$ cat config.mk
export PLATFORM = sky130hd
export DESIGN_NAME = mips_debug_loader
export DESIGN_NICKNAME = d
export VERILOG_FILES = /design/src/rtl/mips_debug_pkg.sv /design/src/rtl/debug_tx_serializer.sv /design/src/rtl/mips_debug_loader.sv
export SDC_FILE = /design/constraint.sdc
export NUM_CORES = 1
export LEC_CHECK = 0
export CAP_MARGIN = 20
export CORE_ASPECT_RATIO = 0.5
export CORE_UTILIZATION = 54
export CTS_BUF_LIST = sky130_fd_sc_hd__clkbuf_4 sky130_fd_sc_hd__clkbuf_8 sky130_fd_sc_hd__clkbuf_16
export CTS_CLUSTER_SIZE = 25
export DETAILED_ROUTE_END_ITERATION = 8
export PLACE_DENSITY = 0.81
export SYNTH_ARGS = -nofsm -noshare
export SYNTH_HDL_FRONTEND = slang
export SYNTH_SLANG_ARGS = --single-unit
export TNS_END_PERCENT = 10
$ cat constraint.sdc
create_clock -name i_clk -period 3.2 [get_ports i_clk]
set_input_delay 0.48 -clock i_clk [delete_from_list [all_inputs] [get_ports i_clk]]
set_output_delay 0.48 -clock i_clk [all_outputs]
set_load 0.01 [all_outputs]
$ cat src/rtl/mips_debug_pkg.sv
// Shared command/ack byte codes and loader state encoding for the MIPS debug front end.
// The LD_CSUM state only exists when DEBUG_LOADER_CHECKSUM_EN is defined.
package mips_debug_pkg;

    localparam logic [7:0] CMD_LOAD = 8'h4C;
    localparam logic [7:0] CMD_RUN  = 8'h52;
    localparam logic [7:0] CMD_STEP = 8'h53;
    localparam logic [7:0] CMD_DUMP = 8'h44;

    localparam logic [7:0] ACK_OK   = 8'h4B;
    localparam logic [7:0] ACK_HALT = 8'h48;
    localparam logic [7:0] ACK_ERR  = 8'hEE;

    typedef enum logic [3:0] {
        IDLE,
        LD_CNT0,
        LD_CNT1,
        LD_DATA,
`ifdef DEBUG_LOADER_CHECKSUM_EN
        LD_CSUM,
`endif
        LD_WR,
        RUN,
        STEP_EN,
        STEP_WAIT,
        DUMP_RD,
        DUMP_TX,
        PC_TX,
        ACK_TX
    } state_t;

endpackage

$ cat src/rtl/debug_tx_serializer.sv
// Emits the low i_nbytes bytes of a word, least significant first, on a valid/ready channel.
// A one-cycle o_done pulse follows acceptance of the final byte.
module debug_tx_serializer #(
    parameter int NB_WORD = 32,
    parameter int NB_BYTE = 8,
    parameter int NB_CNT  = 3
) (
    input  logic               i_clk,
    input  logic               i_reset,
    input  logic               i_load,
    input  logic [NB_WORD-1:0] i_word,
    input  logic [NB_CNT-1:0]  i_nbytes,
    input  logic               i_tx_ready,
    output logic [NB_BYTE-1:0] o_tx_data,
    output logic               o_tx_valid,
    output logic               o_done
);

    logic [NB_WORD-1:0] shift;
    logic [NB_CNT-1:0]  remaining;

    always_ff @(posedge i_clk or negedge i_reset) begin
        if (!i_reset) begin
            shift      <= '0;
            remaining  <= '0;
            o_tx_data  <= '0;
            o_tx_valid <= 1'b0;
            o_done     <= 1'b0;
        end else begin
            o_done <= 1'b0;
            if (o_tx_valid) begin
                if (i_tx_ready) begin
                    if (remaining == NB_CNT'(1)) begin
                        o_tx_valid <= 1'b0;
                        o_done     <= 1'b1;
                    end else begin
                        shift     <= shift >> NB_BYTE;
                        o_tx_data <= NB_BYTE'(shift >> NB_BYTE);
                        remaining <= remaining - NB_CNT'(1);
                    end
                end
            end else if (i_load && (i_nbytes != '0)) begin
                shift      <= i_word;
                o_tx_data  <= NB_BYTE'(i_word);
                remaining  <= i_nbytes;
                o_tx_valid <= 1'b1;
            end
        end
    end

endmodule

$ cat src/rtl/mips_debug_loader.sv
// Byte-stream debug loader: parses L/R/S/D host commands, loads imem, controls execution, dumps state.
// Define DEBUG_LOADER_CHECKSUM_EN to require an XOR checksum byte after each LOAD payload.
module mips_debug_loader #(
    parameter int NB_INST    = 32,
    parameter int NB_ADDR    = 32,
    parameter int NB_BYTE    = 8,
    parameter int NB_REG     = 5,
    parameter int N_REGS     = 32,
    parameter int IMEM_DEPTH = 256
) (
    input  logic               i_clk,
    input  logic               i_reset,
    input  logic [NB_BYTE-1:0] i_rx_data,
    input  logic               i_rx_valid,
    output logic               o_rx_ready,
    output logic [NB_BYTE-1:0] o_tx_data,
    output logic               o_tx_valid,
    input  logic               i_tx_ready,
    output logic               o_imem_write,
    output logic [NB_ADDR-1:0] o_imem_address,
    output logic [NB_INST-1:0] o_imem_instruction,
    output logic               o_cpu_enable,
    output logic [NB_REG-1:0]  o_reg_address,
    input  logic [NB_INST-1:0] i_reg_data,
    input  logic [NB_ADDR-1:0] i_pc,
    input  logic               i_halt
);

    import mips_debug_pkg::*;

    localparam int BPW      = NB_INST / NB_BYTE;
    localparam int PC_BYTES = NB_ADDR / NB_BYTE;
    localparam int NB_WORD  = (NB_INST > NB_ADDR) ? NB_INST : NB_ADDR;
    localparam int NB_CNT   = $clog2(NB_WORD / NB_BYTE + 1);
    localparam int NB_BIDX  = (BPW > 1) ? $clog2(BPW) : 1;

    state_t                     state;
    logic [15:0]                word_cnt;
    logic [15:0]                word_idx;
    logic [NB_BIDX-1:0]         byte_idx;
    logic [NB_INST-NB_BYTE-1:0] word_buf;
    logic                       overflow;
    logic [7:0]                 ack_code;
    logic                       phase;
    logic                       ser_load;
    logic [NB_WORD-1:0]         ser_word;
    logic [NB_CNT-1:0]          ser_nbytes;
    logic                       ser_done;
    logic                       rx_fire;
`ifdef DEBUG_LOADER_CHECKSUM_EN
    logic [NB_BYTE-1:0]         csum;
`endif

    assign rx_fire = i_rx_valid && o_rx_ready;

    // phase marks the second cycle of DUMP_RD (read data valid) and the issued ack in ACK_TX.
    always_ff @(posedge i_clk or negedge i_reset) begin
        if (!i_reset) begin
            state              <= IDLE;
            o_rx_ready         <= 1'b0;
            o_imem_write       <= 1'b0;
            o_imem_address     <= '0;
            o_imem_instruction <= '0;
            o_cpu_enable       <= 1'b0;
            o_reg_address      <= '0;
            word_cnt           <= '0;
            word_idx           <= '0;
            byte_idx           <= '0;
            word_buf           <= '0;
            overflow           <= 1'b0;
            ack_code           <= '0;
            phase              <= 1'b0;
            ser_load           <= 1'b0;
            ser_word           <= '0;
            ser_nbytes         <= '0;
`ifdef DEBUG_LOADER_CHECKSUM_EN
            csum               <= '0;
`endif
        end else begin
            o_imem_write <= 1'b0;
            ser_load     <= 1'b0;
            case (state)
                IDLE: begin
                    o_rx_ready <= 1'b1;
                    if (rx_fire) begin
                        if (i_rx_data == NB_BYTE'(CMD_LOAD)) begin
                            state <= LD_CNT0;
                        end else begin
                            o_rx_ready <= 1'b0;
                            phase      <= 1'b0;
                            if (i_rx_data == NB_BYTE'(CMD_RUN)) begin
                                o_cpu_enable <= 1'b1;
                                state        <= RUN;
                            end else if (i_rx_data == NB_BYTE'(CMD_STEP)) begin
                                o_cpu_enable <= 1'b1;
                                state        <= STEP_EN;
                            end else if (i_rx_data == NB_BYTE'(CMD_DUMP)) begin
                                o_reg_address <= '0;
                                state         <= DUMP_RD;
                            end else begin
                                ack_code <= ACK_ERR;
                                state    <= ACK_TX;
                            end
                        end
                    end
                end
                LD_CNT0: if (rx_fire) begin
                    word_cnt[7:0] <= 8'(i_rx_data);
                    state         <= LD_CNT1;
                end
                LD_CNT1: if (rx_fire) begin
                    word_cnt[15:8] <= 8'(i_rx_data);
                    word_idx       <= '0;
                    byte_idx       <= '0;
                    overflow       <= 1'b0;
`ifdef DEBUG_LOADER_CHECKSUM_EN
                    csum           <= '0;
`endif
                    if ({8'(i_rx_data), word_cnt[7:0]} == 16'd0) begin
                        o_rx_ready <= 1'b0;
                        phase      <= 1'b0;
                        ack_code   <= ACK_OK;
                        state      <= ACK_TX;
                    end else begin
                        state <= LD_DATA;
                    end
                end
                LD_DATA: if (rx_fire) begin
`ifdef DEBUG_LOADER_CHECKSUM_EN
                    csum <= csum ^ i_rx_data;
`endif
                    if (byte_idx == NB_BIDX'(BPW - 1)) begin
                        byte_idx           <= '0;
                        o_rx_ready         <= 1'b0;
                        state              <= LD_WR;
                        o_imem_address     <= NB_ADDR'(word_idx);
                        o_imem_instruction <= {i_rx_data, word_buf};
                        // Words past the end of imem still drain the stream but are not written.
                        if ({16'd0, word_idx} < 32'(IMEM_DEPTH))
                            o_imem_write <= 1'b1;
                        else
                            overflow <= 1'b1;
                    end else begin
                        byte_idx <= byte_idx + NB_BIDX'(1);
                        word_buf <= {i_rx_data, word_buf[NB_INST-NB_BYTE-1:NB_BYTE]};
                    end
                end
                LD_WR: begin
                    if (word_idx == word_cnt - 16'd1) begin
`ifdef DEBUG_LOADER_CHECKSUM_EN
                        o_rx_ready <= 1'b1;
                        state      <= LD_CSUM;
`else
                        phase    <= 1'b0;
                        ack_code <= overflow ? ACK_ERR : ACK_OK;
                        state    <= ACK_TX;
`endif
                    end else begin
                        word_idx   <= word_idx + 16'd1;
                        o_rx_ready <= 1'b1;
                        state      <= LD_DATA;
                    end
                end
`ifdef DEBUG_LOADER_CHECKSUM_EN
                LD_CSUM: if (rx_fire) begin
                    o_rx_ready <= 1'b0;
                    phase      <= 1'b0;
                    ack_code   <= (overflow || (i_rx_data != csum)) ? ACK_ERR : ACK_OK;
                    state      <= ACK_TX;
                end
`endif
                RUN: if (i_halt) begin
                    o_cpu_enable <= 1'b0;
                    phase        <= 1'b0;
                    ack_code     <= ACK_HALT;
                    state        <= ACK_TX;
                end
                STEP_EN: begin
                    o_cpu_enable <= 1'b0;
                    state        <= STEP_WAIT;
                end
                STEP_WAIT: begin
                    ser_word   <= NB_WORD'(i_pc);
                    ser_nbytes <= NB_CNT'(PC_BYTES);
                    ser_load   <= 1'b1;
                    state      <= PC_TX;
                end
                DUMP_RD: begin
                    if (!phase) begin
                        phase <= 1'b1;
                    end else begin
                        phase      <= 1'b0;
                        ser_word   <= NB_WORD'(i_reg_data);
                        ser_nbytes <= NB_CNT'(BPW);
                        ser_load   <= 1'b1;
                        state      <= DUMP_TX;
                    end
                end
                DUMP_TX: if (ser_done) begin
                    if (o_reg_address == NB_REG'(N_REGS - 1)) begin
                        ser_word   <= NB_WORD'(i_pc);
                        ser_nbytes <= NB_CNT'(PC_BYTES);
                        ser_load   <= 1'b1;
                        state      <= PC_TX;
                    end else begin
                        o_reg_address <= o_reg_address + NB_REG'(1);
                        state         <= DUMP_RD;
                    end
                end
                PC_TX: if (ser_done) begin
                    o_rx_ready <= 1'b1;
                    state      <= IDLE;
                end
                ACK_TX: begin
                    if (!phase) begin
                        phase      <= 1'b1;
                        ser_word   <= NB_WORD'(ack_code);
                        ser_nbytes <= NB_CNT'(1);
                        ser_load   <= 1'b1;
                    end else if (ser_done) begin
                        phase      <= 1'b0;
                        o_rx_ready <= 1'b1;
                        state      <= IDLE;
                    end
                end
                default: state <= IDLE;
            endcase
        end
    end

    debug_tx_serializer #(
        .NB_WORD (NB_WORD),
        .NB_BYTE (NB_BYTE),
        .NB_CNT  (NB_CNT)
    ) u_tx_serializer (
        .i_clk      (i_clk),
        .i_reset    (i_reset),
        .i_load     (ser_load),
        .i_word     (ser_word),
        .i_nbytes   (ser_nbytes),
        .i_tx_ready (i_tx_ready),
        .o_tx_data  (o_tx_data),
        .o_tx_valid (o_tx_valid),
        .o_done     (ser_done)
    );

endmodule

==> impl_metrics.py, run 1 <==
metrics = {
    "timing": {
        "worst_pin_slew_ns": 0.716,
        "holdWs_ns": 0.102,
        "fin_crit_ns": 3.11,
        "max_slew_violation_count": 0,
        "worst_rel_slew_slack": 0.523,
        "rsz_0062_raised_after_global_routing": "no",
        "timing_limited_maximum_frequency_ghz": 0.322,
        "finalClockSkew_ns": 0.00920,
        "report.final.setup_viol": 0,
        "timing_hold_violations_final": 0,
        "fin_tns_setup_ns": 0,
        "final.period_utilization": 0.970,
    },
    "yosys": {
        "synth-seq-cells": 196,
        "netlist.area_leader.share": 0.523,
        "synth_edf_count": 0,
        "synth_area_leader_cell": "dfrtp_1",
        "synthDistinctLibCells": 64,
        "yosysSeqAreaShare": 0.523,
        "syn-instance-count": 896,
        "synthesis_warnings": 0,
        "yosys-top-cells-area": "dfrtp_1, mux2_2, nand2_1",
        "post_synth.cell_area_avg_um2": 10.5,
        "primary_ff_master_synth": "dfrtp_1",
        "async_reset_ff_frac": 1.00,
        "synth.cell_area_mm2": 0.00938,
    },
    "layout": {
        "drive_gt1_frac": 0.157,
        "num_antenna_cells": 0,
        "layout.cell_area.non_filler_mm2": 0.0117,
        "fill_cells": 1203,
        "layout_common_cells": "dfrtp_1, clkdlybuf4s50_1, nand2_1",
        "finish.net_count": 1115,
        "mostFrequentLayoutCell": "dfrtp_1",
        "area.growth.synth_to_final_pct": 24.4,
        "layout.cells.non_filler": 1271,
    },
    "floorplan": {
        "die_width_um": 188,
        "die-height_um": 95.2,
        "count_of_boundary_i_o_pins": 158,
        "floorplan.initialDensity": 0.562,
        "dieArea_mm2": 0.0179,
        "floorplan.core_area_mm2": 0.0167,
        "cell_rows": 33,
    },
    "power_and_ir_drop": {
        "share_seq_of_total_power": 0.402,
        "clock_power_share": 0.197,
        "power.switching_fraction": 0.382,
        "pwr-share-comb": 0.401,
        "power_switching_mw": 4.15,
        "cellPowerDensity_mw_per_mm2": 930,
        "vdd.ir_drop.worst_mv": 0.524,
        "power_mw": 10.9,
        "power.internal_mw": 6.70,
        "p_leak_nw": 5.24,
    },
    "detailed_routing": {
        "violation_count_after_the_first_detailed_route_iteration": 628,
        "detail_route.vias_per_cell": 5.80,
        "route.vias.total": 7370,
        "first_pass_iters": 5,
        "drc_errors": 0,
        "postRouteAntennaNets": 0,
        "drt_wl_total_mm": 22.5,
        "route.detailed.wl_per_inst_um": 17.7,
    },
    "critical_path": {
        "crit-reg2reg-launch": "word_cnt[7]$_DFFE_PN0P_",
        "worst_ep_arrival_time_ns": 3.45,
        "critPathKind": "reg2reg",
        "critPathCaptureType": "flop",
        "worst_setup_path_startpoint": "word_cnt[7]$_DFFE_PN0P_",
        "timing.reg2reg.worst_path_depth": 8,
        "reg2reg_setup_slack_ns": 0.09,
        "cp_max_fo": 7,
        "reg2reg_to": "state[3]$_DFFE_PN0P_",
        "worst-endpoint-required_ns": 3.54,
        "endpoint": "state[3]$_DFFE_PN0P_",
        "start_kind": "flop",
    },
    "placement": {
        "place.gp.congestion": 0.868,
        "dp_hpwl_mm": 15.6,
        "io_buffers": 141,
        "dpl_cell_area_mm2": 0.0111,
        "dp_cells": 1236,
    },
    "cts": {
        "ctsHtreeMaxLevel": 4,
        "clock_path_buffers": 2,
        "cts_root_buf": "clkbuf_16",
        "clkSlewWorstSetupHoldPaths_ns": 0.07,
        "cts_buf_count": 17,
        "worstSkewPairLatency_ns": 0.43,
        "cts_tree": "yes",
        "clock_sinks": 196,
    },
    "grt": {
        "antenna_violations_before_repair": 0,
        "gr-total-overflow": 0,
        "grt_util_all_layers": 0.256,
        "first_global_vias": 7039,
        "grt_pass1_wl_mm": 35.8,
        "largest_net_degree_at_the_start_of_global_routing": 89,
    },
    "min_path": {
        "timing.hold.worst.class": "in2async",
    },
    "status": {
        "run_status": "completed",
    },
    "run": {
        "maxCapViolations": 0,
    },
}
[area by class of cell]
type	count	area [um^2]	area share
clock inverters	12	126	0.0108
inverters	19	71.3	0.00611
clock buffers	20	460	0.0395
flip-flops and latches	196	4900	0.420
repair buffers	179	1730	0.148
multi-input cells	618	4100	0.351
well taps	227	284	0.0243
[worst max-delay path, stage by stage, from the launching register on]
cell and delay (ns):
dfrtp_1 0.46, or4_1 0.62, or3_1 0.36, and3_1 0.18, a211oi_1 0.55, nand4_4 0.24, or2_1 0.30, and2_4 0.16
o31ai_4 0.16
[worst min path at each step]
stage,depth (start not counted),slack (ns),from,end
floorplan,0,0.18,i_reset,ack_code[0]$_DFFE_PN0P_
global placement,1,0.45,ack_code[6]$_DFFE_PN0P_,ack_code[6]$_DFFE_PN0P_
detailed placement,2,0.47,o_imem_address[2]$_DFFE_PN0P_,o_imem_address[2]$_DFFE_PN0P_
CTS,1,0.12,i_reset,word_idx[15]$_DFFE_PN0P_
global route,1,0.15,i_reset,word_cnt[6]$_DFFE_PN0P_
finish,1,0.10,i_reset,word_cnt[6]$_DFFE_PN0P_
[cells in the mapped netlist (all sizes together), types with 8 or more instances]
cell    instances
a22oi          30
nand2b          8
o21ai          56
a22o           10
a31oi           8
dfrtp         196
buf            35
clkbuf         44
nor4           11
nand2          89
inv            19
nor2           65
mux2           78
nor3           21
or4            13
xnor2          13
mux2i          26
xor2           11
a21oi          54
nand3          21
[sequential cells by signal, summed over array words and instances, names as in the netlist, 3 cells and up]
signal	cells
o_imem_address	16
word_buf	24
word_cnt	16
o_imem_instruction	32
state	4
u_tx_serializer.shift	32
word_idx	16
u_tx_serializer.remaining	3
ack_code	4
ser_word	32
o_reg_address	5
[metrics by stage]
| step | setup slack, ns | utilization |
|---|---|---|
| floorplan | 0.384 | - |
| global placement | 0.151 | 0.663 |
| detailed placement | 0.0898 | 0.663 |
| CTS | 0.0191 | 0.698 |
| global route | 0.0198 | 0.700 |
| finish | 0.0948 | 0.700 |
[power groups by stage]
stage / combinational [mW] / sequential [mW] / clock (mW)
4_1_cts: 4.33 / 4.33 / 2.18
3_3_place_gp: 4.15 / 4.31 / 0
5_1_grt: 4.83 / 4.49 / 2.26
6_report: 4.35 / 4.36 / 2.13
3_5_place_dp: 4.29 / 4.36 / 0
2_1_floorplan: 3.04 / 4.06 / 0
[repair_timing]
action / 4_1_cts / 5_1_grt
resized for setup: 0 / 2
endpoints found under the setup margin: 0 / 15
hold buffers: 0 / 0
buffers inserted: 0 / 2
[per-layer routing]
layer / GRT usage / wire length (um) / vias up
met5: 0 / 0 / -
li1: - / - / 3431
met4: 0.0773 / 321 / 0
met1: 0.337 / 9980 / 3662
met2: 0.422 / 10700 / 253
met3: 0.0648 / 1510 / 24
[cells by family after synthesis]
kind of cell,share of synthesized area
adders and majority gates,0.00934
buffers and inverters,0.0503
and+or+nand+nor,0.142
DFF,0.523
xor gates and xnor gates,0.0224
muxes,0.121
other,0.000400
AOI/OAI and AO/OA,0.132
(Power assumes the default switching activity.)
==> inputs of run 2 (changes only) <==
CORE_MARGIN = 8   (was unset)
TNS_END_PERCENT = 50   (was 10)
==> impl_metrics.py, run 2 (same netlist as run 1, synthesis figures left out) <==
metrics = {
    "floorplan": {
        "floorplan.initialDensity": 0.546,
        "die_width_um": 202,
        "cell_rows": 34,
        "floorplan.core_area_mm2": 0.0172,
        "dieArea_mm2": 0.0221,
        "die-height_um": 109,
        "count_of_boundary_i_o_pins": 158,
    },
    "cts": {
        "clkSlewWorstSetupHoldPaths_ns": 0.08,
        "cts_root_buf": "clkbuf_16",
        "worstSkewPairLatency_ns": 0.43,
        "cts_tree": "yes",
        "postCtsSetupBuffers": 0,
        "hold_buffer_count_at_cts": 0,
        "cts_buf_count": 17,
        "ctsHtreeMaxLevel": 4,
        "clock_path_buffers": 2,
        "clock_sinks": 196,
    },
    "timing": {
        "fin_crit_ns": 3.02,
        "timing_hold_violations_final": 0,
        "max_slew_violation_count": 0,
        "worst_pin_slew_ns": 0.688,
        "report.final.setup_viol": 0,
        "rsz_0062_raised_after_global_routing": "no",
        "worst_rel_slew_slack": 0.541,
        "fin_tns_setup_ns": 0,
        "finalClockSkew_ns": 0.0126,
        "timing_limited_maximum_frequency_ghz": 0.331,
        "final.period_utilization": 0.944,
    },
    "detailed_routing": {
        "detail_route.vias_per_cell": 5.74,
        "postRouteAntennaNets": 0,
        "drt_wl_total_mm": 23.0,
        "route.detailed.wl_per_inst_um": 18.1,
        "drc_errors": 0,
        "route.vias.total": 7303,
        "first_pass_iters": 5,
        "violation_count_after_the_first_detailed_route_iteration": 464,
    },
    "grt": {
        "grt_pass1_wl_mm": 37.7,
        "gr-total-overflow": 0,
        "groute.layer.met1.usage": 0.275,
        "gr-usage-met3": 0.0543,
        "grt.busiest_layer": "met2",
        "grt_util_all_layers": 0.210,
        "largest_net_degree_at_the_start_of_global_routing": 67,
        "antenna_violations_before_repair": 0,
        "met2_track_usage_gr": 0.349,
        "first_global_vias": 7271,
    },
    "layout": {
        "num_antenna_cells": 0,
        "largest_registers": "o_imem_instruction (32), ser_word (32), u_tx_serializer.shift (32)",
        "area.growth.synth_to_final_pct": 24.5,
        "layout_common_cells": "dfrtp_1, clkdlybuf4s50_1, nand2_1",
        "mostFrequentLayoutCell": "dfrtp_1",
        "fill_cells": 1292,
        "finish.net_count": 1110,
        "drive_gt1_frac": 0.152,
    },
    "critical_path": {
        "cp_max_fo": 10,
        "critPathKind": "reg2reg",
        "start_kind": "flop",
        "worst_ep_arrival_time_ns": 3.37,
        "critPathCaptureType": "flop",
        "worst-endpoint-required_ns": 3.54,
    },
    "run": {
        "maxCapViolations": 0,
    },
    "power_and_ir_drop": {
        "share_seq_of_total_power": 0.398,
        "power_mw": 10.9,
        "cellPowerDensity_mw_per_mm2": 934,
        "pwr-share-comb": 0.393,
        "power.internal_mw": 6.82,
        "power.switching_fraction": 0.375,
        "clock_power_share": 0.209,
        "p_leak_nw": 5.23,
        "vdd.ir_drop.worst_mv": 0.545,
        "power_switching_mw": 4.09,
    },
    "placement": {
        "place.gp.congestion": 0.867,
        "io_buffers": 141,
        "dp_hpwl_mm": 16.3,
    },
    "min_path": {
        "timing.hold.worst.class": "in2async",
    },
    "status": {
        "run_status": "completed",
    },
}
[run 2: changes by cell type in the layout (fill, tap and decap cells not counted), sizes merged]
cell      delta
buf          -4
bufinv       +2
inv          -2
clkbuf       -1
clkinv       -1
clkinvlp     +1
nand4        -1
[run 2: what timing repair did]
action,CTS,global route
hold endpoints to repair,0,0
endpoints found under the setup margin,0,12
gates resized for setup,0,2
[run 2: through the flow]
stage	hold slack (ns)	cell area [um^2]	setup slack, ns	instances	utilization
6_report	0.0423	11700	0.179	1272	0.679
3_5_place_dp	0.447	11000	0.145	1240	0.642
3_3_place_gp	0.458	11000	0.191	1240	0.642
4_1_cts	0.0503	11700	0.101	1271	0.679
5_1_grt	0.0649	11700	0.00816	1272	0.679
2_1_floorplan	0.184	9440	0.384	911	-
[run 2: path summary, 6_finish.rpt]
kind / start / end / slack [ns] / cells after the start
worst max-delay path: word_cnt[0]$_DFFE_PN0P_ / state[3]$_DFFE_PN0P_ / 0.18 / 10
worst min-delay path: i_reset / o_imem_address[12]$_DFFE_PN0P_ / 0.04 / 1
worst max register to register: word_cnt[0]$_DFFE_PN0P_ / state[3]$_DFFE_PN0P_ / 0.18 / 10
worst min register to register: ack_code[6]$_DFFE_PN0P_ / ack_code[6]$_DFFE_PN0P_ / 0.46 / 1
max in group asynchronous: i_reset / u_tx_serializer.shift[0]$_DFFE_PN0P_ / 2.38 / 2
min in group i_clk: ack_code[6]$_DFFE_PN0P_ / ack_code[6]$_DFFE_PN0P_ / 0.46 / 1
[run 2: worst max-delay path: stages, from the launching register on]
cell,delay [ns]
dfrtp_1,0.43
inv_1,0.08
ha_1,0.21
or4b_4,0.50
nor4_2,0.30
mux2_2,0.37
o21ai_1,0.21
nand4_4,0.22
or2_1,0.30
and2_4,0.15
o31ai_4,0.15
[run 2: power groups by stage]
stage | logic, mW | registers (mW) | clock network, mW
global route | 4.77 | 4.47 | 2.42
finish | 4.29 | 4.34 | 2.28
CTS | 4.31 | 4.33 | 2.32
global placement | 4.14 | 4.31 | 0
floorplan | 3.04 | 4.06 | 0
detailed placement | 4.27 | 4.36 | 0
[run 2: final cells by class]
type | count | area [um^2] | share of cell area
multi-input combinational | 617 | 4090 | 0.350
sequential | 196 | 4900 | 0.420
tap | 234 | 293 | 0.0251
inverter | 19 | 71.3 | 0.00611
clock buffer | 19 | 447 | 0.0383
timing repair buffer | 175 | 1690 | 0.145
clock inverter | 12 | 179 | 0.0153
[run 2: per-layer routing]
metal  vias to the layer above  wire length, um
li1                       3431                -
met2                       232            11200
met4                         0              259
met1                      3614            10100
met5                         -                0
met3                        26             1410
==> inputs of run 3 (changes only) <==
HOLD_SLACK_MARGIN = 0.03   (was unset)
==> results of run 3 <==
The final DEF is identical to that of run 2; final timing and power are the same.
